$ cat src/rtl/squeeze_datapath.sv
// Output stage of the sponge: serialises a captured rate block into byte-swapped w-bit
// words, truncates to the requested length and asks for more permutations when needed.
module squeeze_datapath #(
  parameter int w          = 64,
  parameter int RATE_WIDTH = 1344
) (
  input  logic                  clk,
  input  logic                  rst,
  input  logic                  start_i,
  input  logic [1:0]            operation_mode_i,
  input  logic [31:0]           output_size_i,
  input  logic [RATE_WIDTH-1:0] rate_input_i,
  input  logic                  rate_valid_i,
  output logic                  rate_ready_o,
  output logic                  squeeze_req_o,
  output logic [w-1:0]          data_o,
  output logic                  valid_o,
  input  logic                  ready_i,
  output logic                  last_o,
  output logic                  done_o
);

  localparam logic [1:0]  SHAKE128_MODE_VEC = 2'b00;
  localparam logic [1:0]  SHAKE256_MODE_VEC = 2'b01;
  localparam int          RATE_SHAKE128     = 1344;
  localparam int          RATE_SHAKE256     = 1088;
  localparam int          CNT_W             = $clog2(RATE_WIDTH / w + 1);
  localparam logic [31:0] W32               = 32'(w);

  typedef enum logic [1:0] {IDLE, WAIT_BLOCK, DUMP} state_t;

  state_t                  r_state;
  state_t                  w_next_state;
  logic [1:0]              r_mode;
  logic [31:0]             r_remaining;
  logic [RATE_WIDTH-1:0]   r_piso;
  logic [CNT_W-1:0]        r_word_cnt;
  logic                    r_done;
  logic                    r_squeeze;

  logic [CNT_W-1:0]        w_words_per_block;
  logic                    w_size_zero;
  logic                    w_capture;
  logic                    w_xfer;
  logic                    w_final;
  logic                    w_partial;
  logic                    w_block_end;
  logic [31:0]             w_shift;
  logic [w-1:0]            w_swapped;
  logic [w-1:0]            w_mask;
  logic [w-1:0]            w_word;
  logic                    w_unused;

  // The top nibble of the size is outside the supported range and is dropped.
  assign w_unused    = ^output_size_i[31:28];
  assign w_size_zero = (output_size_i[27:0] == 28'd0);
  assign w_capture   = (r_state == WAIT_BLOCK) && rate_valid_i;
  assign w_xfer      = (r_state == DUMP) && ready_i;
  assign w_final     = (r_remaining <= W32);
  assign w_partial   = (r_remaining < W32);
  assign w_block_end = (r_word_cnt == w_words_per_block - CNT_W'(1));
  assign w_shift     = {r_remaining[31:3], 3'b000};
  assign w_mask      = ~({w{1'b1}} >> w_shift);
  assign w_word      = w_partial ? (w_swapped & w_mask) : w_swapped;

  always_comb begin
    case (r_mode)
      SHAKE128_MODE_VEC: w_words_per_block = CNT_W'(RATE_SHAKE128 / w);
      SHAKE256_MODE_VEC: w_words_per_block = CNT_W'(RATE_SHAKE256 / w);
      default:           w_words_per_block = CNT_W'(RATE_WIDTH / w);
    endcase
  end

  // Lanes are held little-endian internally; the external stream wants byte 0 on top.
  always_comb begin
    w_swapped = '0;
    for (int i = 0; i < w / 8; i++) begin
      w_swapped[8*i +: 8] = r_piso[w-8-8*i +: 8];
    end
  end

  always_ff @(posedge clk) begin
    if (rst) begin
      r_state <= IDLE;
    end else begin
      r_state <= w_next_state;
    end
  end

  always_comb begin
    w_next_state = r_state;
    unique case (r_state)
      IDLE: begin
        if (start_i && !w_size_zero) w_next_state = WAIT_BLOCK;
      end
      WAIT_BLOCK: begin
        if (rate_valid_i) w_next_state = DUMP;
      end
      DUMP: begin
        if (w_xfer) begin
          if (w_final)          w_next_state = IDLE;
          else if (w_block_end) w_next_state = WAIT_BLOCK;
        end
      end
      default: w_next_state = IDLE;
    endcase
  end

  always_comb begin
    rate_ready_o  = 1'b0;
    valid_o       = 1'b0;
    last_o        = 1'b0;
    data_o        = '0;
    squeeze_req_o = r_squeeze;
    done_o        = r_done;
    unique case (r_state)
      WAIT_BLOCK: rate_ready_o = 1'b1;
      DUMP: begin
        valid_o = 1'b1;
        last_o  = w_final;
        data_o  = w_word;
      end
      default: ;
    endcase
  end

  // Final-word handling takes priority over a block-end squeeze request.
  always_ff @(posedge clk) begin
    if (rst) begin
      r_mode      <= '0;
      r_remaining <= '0;
      r_piso      <= '0;
      r_word_cnt  <= '0;
      r_done      <= 1'b0;
      r_squeeze   <= 1'b0;
    end else begin
      r_done    <= 1'b0;
      r_squeeze <= 1'b0;
      if ((r_state == IDLE) && start_i) begin
        r_mode      <= operation_mode_i;
        r_remaining <= {4'b0000, output_size_i[27:0]};
        r_done      <= w_size_zero;
      end
      if (w_capture) begin
        r_piso     <= rate_input_i;
        r_word_cnt <= '0;
      end
      if (w_xfer) begin
        r_piso      <= r_piso >> w;
        r_word_cnt  <= r_word_cnt + CNT_W'(1);
        r_remaining <= w_final ? 32'd0 : r_remaining - W32;
        r_done      <= w_final;
        r_squeeze   <= !w_final && w_block_end;
      end
    end
  end

endmodule

$ cat config.mk
export PLATFORM = sky130hd
export DESIGN_NAME = squeeze_datapath
export DESIGN_NICKNAME = d
export VERILOG_FILES = /design/src/rtl/squeeze_datapath.sv
export SDC_FILE = /design/constraint.sdc
export NUM_CORES = 2
export LEC_CHECK = 0
export CORE_AREA = 2 2 559 561
export CTS_BUF_LIST = sky130_fd_sc_hd__clkbuf_2 sky130_fd_sc_hd__clkbuf_4 sky130_fd_sc_hd__clkbuf_8
export DETAILED_ROUTE_END_ITERATION = 8
export DIE_AREA = 0 0 561 563
export PLACE_DENSITY_LB_ADDON = 0.1
export SYNTH_ARGS = -nofsm -noshare
export SYNTH_HDL_FRONTEND = slang
export SYNTH_SLANG_ARGS = --single-unit
$ cat constraint.sdc
create_clock -name clk -period 3.12 [get_ports clk]
set_input_delay 0.936 -clock clk [delete_from_list [all_inputs] [get_ports clk]]
set_output_delay 0.936 -clock clk [all_outputs]
set_load 0.01 [all_outputs]
=== Yosys cells after proc, flatten, opt, wreduce, memory -nomap -nowiden ===
Index checks and enable logic that the tools add are counted.

* Add/sub/neg operators: 3
* Magnitude comparators: 2
* Equality and inequality tests: 8
* Shift operators: 1
* Muxes and demuxes: 21
* Bitwise logic cells: 3
* Reduce and logical (&&, ||, !) cells: 14

{| class="wikitable"
|+ Operators by type and width
! cell !! count
|-
| $mux 1280 || 2
|-
| $mux 64 || 2
|-
| $mux 32 || 3
|-
| $and 64x64->64 || 1
|-
| $not 64->64 || 1
|-
| $shr 64x32->64 const A || 1
|-
| $le 32x7->1 const B || 1
|-
| $lt 32x7->1 const B || 1
|-
| $sub 32x7->32 const B || 1
|-
| $logic_not 28->1 || 1
|-
| $mux 2 || 5
|-
| $mux 5 || 2
|-
| $ne 2x2->1 const B || 3
|-
| $pmux 2 s3 || 1
|-
| $add 5x1->5 const B || 1
|-
| $eq 5x5->1 || 1
|-
| $logic_and 1x1->1 || 5
|-
| $mux 1 || 5
|-
| $sub 5x1->5 const B || 1
|-
| $eq 2x1->1 const B || 2
|-
| $reduce_and 4->1 || 1
|-
| $reduce_bool 2->1 || 2
|-
| $reduce_or 2->1 || 2
|-
| $mux 3 || 1
|-
| 5 further kinds || 6
|}

* Flip-flop bits (word level): 1,387
* Input bits: 1,383
* Output and inout bits: 69

=== Logic depth before layout (Yosys ltp) ===
* Word-level depth: 8
* Gate-level depth with buffers: 11

=== Worst setup path before layout ===
OpenSTA, ideal clock, no wires.

* Kind: register to output
* Start: reg r_remaining[21]
* End: out last_o
* Arrival time: 2.368 ns
* Required time: 2.184 ns
* Setup slack: -0.184 ns
* Cell stages (with the launch flop): 7
* Path buffers: 2
* Cells stage by stage: dfxtp_1 > buf_6 > or4_4 > or4_4 > or4_4 > buf_6 > nor2_1

* Word-level cells in the longest chain between the ends: 2

{| class="wikitable"
|+ RTL lines
! what !! line !! RTL
|-
| start: declaration || 35 || <nowiki>logic [31:0] r_remaining;</nowiki>
|-
| start signal: assignment || 141 || <nowiki>r_remaining <= {4'b0000, output_size_i[27:0]};</nowiki>
|-
| start signal: assignment || 151 || <nowiki>r_remaining <= w_final ? 32'd0 : r_remaining - W32;</nowiki>
|-
| $le 32x7->1 || 59 || <nowiki>assign w_final = (r_remaining <= W32);</nowiki>
|-
| $mux 1 || 116 || <nowiki>unique case (r_state)</nowiki>
|-
| end: declaration || 19 || <nowiki>output logic last_o,</nowiki>
|}

No other way between the ends.

=== Final worst setup path ===
* Start: reg r_remaining[20]
* End: out data_o[30]

* Word-level cells in the longest chain between the ends: 5
* Elaborated cells between the ends (all ways): 6

{| class="wikitable"
|+ RTL lines
! what !! line !! RTL
|-
| $shr 64x32->64 || 63 || <nowiki>assign w_mask = ~({w{1'b1}} >> w_shift);</nowiki>
|-
| $not 64->64 || 63 ||
|-
| $and 64x64->64 || 64 || <nowiki>assign w_word = w_partial ? (w_swapped & w_mask) : w_swapped;</nowiki>
|-
| $mux 64 * || 64 ||
|-
| $mux 64 * || 116 ||
|-
| end: declaration || 16 || <nowiki>output logic [w-1:0] data_o,</nowiki>
|}

Every way passes the cells marked *; elsewhere a longest branch is shown, timed or not.

==> flow_summary.ini <==
[power_and_ir_drop]
report.power.total_uw = 48180
internal-power_uw = 34150
clkPwrFrac_pct = 42.0
power_per_cell_area_nw_per_um2 = 551.3
share_comb_of_total_power_pct = 15.7
p_sw_uw = 14030
vdd_drop_max_uv = 365.0
p_sw_share_pct = 29.11
total_leakage_power_uw = 0.03152
sequential_power_share_pct = 42.2

[place]
placer_congestion_estimate = 0.8646
placed_wire_length_estimate_after_detailed_placement_mm = 279.8
post-place-cells = 13090
port_buffers = 1447

[sta]
achievable-frequency_mhz = 223.9
rsz_0062_raised_after_global_routing = true
clock-skew-final_ns = 0.07709
period_share_pct = 143.2
period_needed_ns = 4.467
timing.slew.headroom_pct = 42.74
report.final.hold_viol_count = 0
tightest_pin_transition_ns = 0.8589
finalMaxSlewViolations = 0
setup_violations = 65
setup_slack_ns = -1.347

[final_layout]
final_cells = 13650
final_util_pct = 28.16
post_route_cells_drive_above_1_share_pct = 11.67
area.growth.synth_to_final_pct = 47.51
nets = 10640

[routing]
wire_per_inst_um = 26.02
drt-initial-drc-count = 4742
ant_nets = 0
drcViolationCount = 0
via_count = 63930
detail_route.wirelength_mm = 355.1
firstDrtPassIters = 6
vias_per_cell = 4.684

[global_route]
wire_length_of_the_first_global_routing_pass_mm = 487.9
grt_antenna_before_repair = 175
grt_overflow_total = 0
gr-usage-all-layers_pct = 21.49
vias_in_the_first_global_route = 63870
grt_start_max_net_pins = 125

[logic_synthesis]
yosys_most_used_dff = sky130_fd_sc_hd__dfxtp_1
mappedNetlistNets = 9198
yosysTopAreaCellShare_pct = 46.87
number_of_synthesized_register_bits = 1387
syn_area_um2 = 59240
synth_area_per_cell_um2 = 7.585
synth_sequential_area_ratio_pct = 46.87
syn_inst = 7811
synth-warning-count = 0
synth.top_cells.by_area = sky130_fd_sc_hd__dfxtp_1 47%, sky130_fd_sc_hd__a311oi_1 19%, sky130_fd_sc_hd__nand2_1 17%
synth_largest_area_cell = sky130_fd_sc_hd__dfxtp_1
async_flop_share_pct = 0
post_synth_edffs = 0
yosys.cell_types.count = 50
synth_common_cells = 2724 x sky130_fd_sc_hd__nand2_1, 1387 x sky130_fd_sc_hd__dfxtp_1, 1309 x sky130_fd_sc_hd__nor2_1
post-synth-top-count-cell = sky130_fd_sc_hd__nand2_1

[floorplan]
core.rowCount = 205
core_area_um2 = 310400
die_h_um = 563
initial_core_util_pct = 19.09
die_area_um2 = 315800
num_io_pins = 1452
die_width_um = 561

[worst_setup_path]
cpLargestDelayFamily = simple AND/OR/NAND/NOR gates
slowest_delay_ns = 0.55
crit_path_start_kind = flop
r2r_setup_slack_ns = 0.31
worstPathCellList = or4_4 -> or4b_4 -> nor4_4 -> buf_12 -> a21oi_4 -> buf_6 -> buf_6 -> and2_1 -> buf_2
critPathRequiredTime_ns = 2.18
worst_path_max_delay_cell = sky130_fd_sc_hd__or4_4
arrival_ns = 3.53
crit_path_end_kind = output pin
path_max_fanout = 8
critical_path.n_buffers_inverters = 4
timing_worst_setup_path_type = flop to output pin
crit_top_cell = sky130_fd_sc_hd__buf_6

[clocking]
ctsRootBufferMaster = sky130_fd_sc_hd__clkbuf_8
cts-buffers-inserted = 287
cts-htree-levels = 5
tritoncts = built
cts.reportedPaths.clkPinSlew_ns = 0.06
cts_sinks = 1387
clock_path_buffers = 4
clkLatencyLatePin_ns = 1.02

[run]
max_cap_violations = 0

[outcome]
status = finished with violations
violations_in_the_final_reports = setup timing

[hold_path]
class_of_the_most_critical_hold_timing_path = primary input to flop
## through the flow
stage	instance area [um2]	hold slack, ns	setup TNS, ns	worst slack [ns]
finish	87390	0.4278	-80.02	-1.347
detailed placement	81040	0.4471	-44.05	-0.7549
global placement	81040	0.4438	-42.63	-0.7339
CTS	87240	0.3208	-91.06	-1.519
global route	87330	0.3888	-92.22	-1.534
floorplan	59380	0.4318	-5.705	-0.1593
## power by group through the flow
stage / combinational [uW] / clock, uW / sequential (uW)
after floorplan: 3640 / 0 / 20100
after global placement: 7490 / 0 / 20700
after detailed placement: 7550 / 0 / 20700
after CTS: 7630 / 21000 / 20400
after global routing: 8310 / 21700 / 20500
final: 7580 / 20300 / 20300
## timing repair
action,in CTS,in global routing
endpoints found under the setup margin,67,65
pin swaps,39,10
cloned,1,0
gates resized for setup,339,21
buffers inserted,15,1
hold buffers,0,0
## cell usage in the layout (no fill, tap or decap), drive strengths merged, types with 3 or more instances in the layout
cell type / instances
a211oi: 8
a21oi: 106
a221oi: 3
a311oi: 1280
a31oi: 4
and2: 42
and3: 24
buf: 527
clkbuf: 453
clkdlybuf4s15: 3
clkdlybuf4s50: 1379
clkinv: 18
clkinvlp: 6
dfxtp: 1387
diode: 62
ha: 4
inv: 20
nand2: 2724
nand2b: 4
nand3: 15
nand3b: 3
nand4: 10
nor2: 1309
nor3: 13
nor4: 19
o211ai: 12
o21ai: 32
o31a: 4
or2: 3
or4: 6
xnor2: 3
## final timing paths
check,start,end,cells past startpoint
min reg2reg,r_piso[363],r_piso[299],2
max reg2reg,r_remaining[29],r_remaining[3],7
min,rst,r_piso[7],2
max,r_remaining[20],data_o[30],9
## metal layers
| metal | vias to the layer above | routed length (um) | global-route usage [%] |
|---|---|---|---|
| li1 | 30240 | - | - |
| met1 | 30780 | 150400 | 26.57 |
| met2 | 2214 | 170600 | 36.74 |
| met3 | 590 | 23450 | 5.208 |
| met4 | 114 | 9938 | 6.332 |
| met5 | - | 726 | 0 |
## state kept, by name, summed over array words and instances, names as in the netlist
signal	flops
r_piso	1344
r_remaining	32
r_word_cnt	5
r_mode	2
r_state	2
done_o	1
squeeze_req_o	1
## layout make-up
cell class / instances / area [um2]
inverters: 11 / 45.04
well taps: 4140 / 5180
clock inverters: 33 / 310.3
diodes: 62 / 155.1
repair buffers: 1914 / 19620
multi-input cells: 5654 / 28780
fillers: 34130 / 223000
clock buffers: 449 / 5529
flip-flops and latches: 1387 / 27770
## logic make-up after synthesis
group | count (synthesis) | share of synthesized area [%]
flip-flops | 1387 | 46.87
XOR/XNOR | 3 | 0.04436
AO/OA/AOI/OAI | 1463 | 20.73
AND/OR/NAND/NOR | 4182 | 27.17
multiplexers | 2 | 0.03590
buffers and inverters | 770 | 5.067
adder cells (fa/ha/maj) | 4 | 0.08448
## worst reg2reg max path: cells and delay by family, from the launching register on
kind	cells	cell delay, ns
AO/OA/AOI/OAI	2	0.30
buffers and inverters	2	0.44
flip-flops	1	0.32
AND/OR/NAND/NOR	3	1.62
Power figures use the tool's default switching activity.
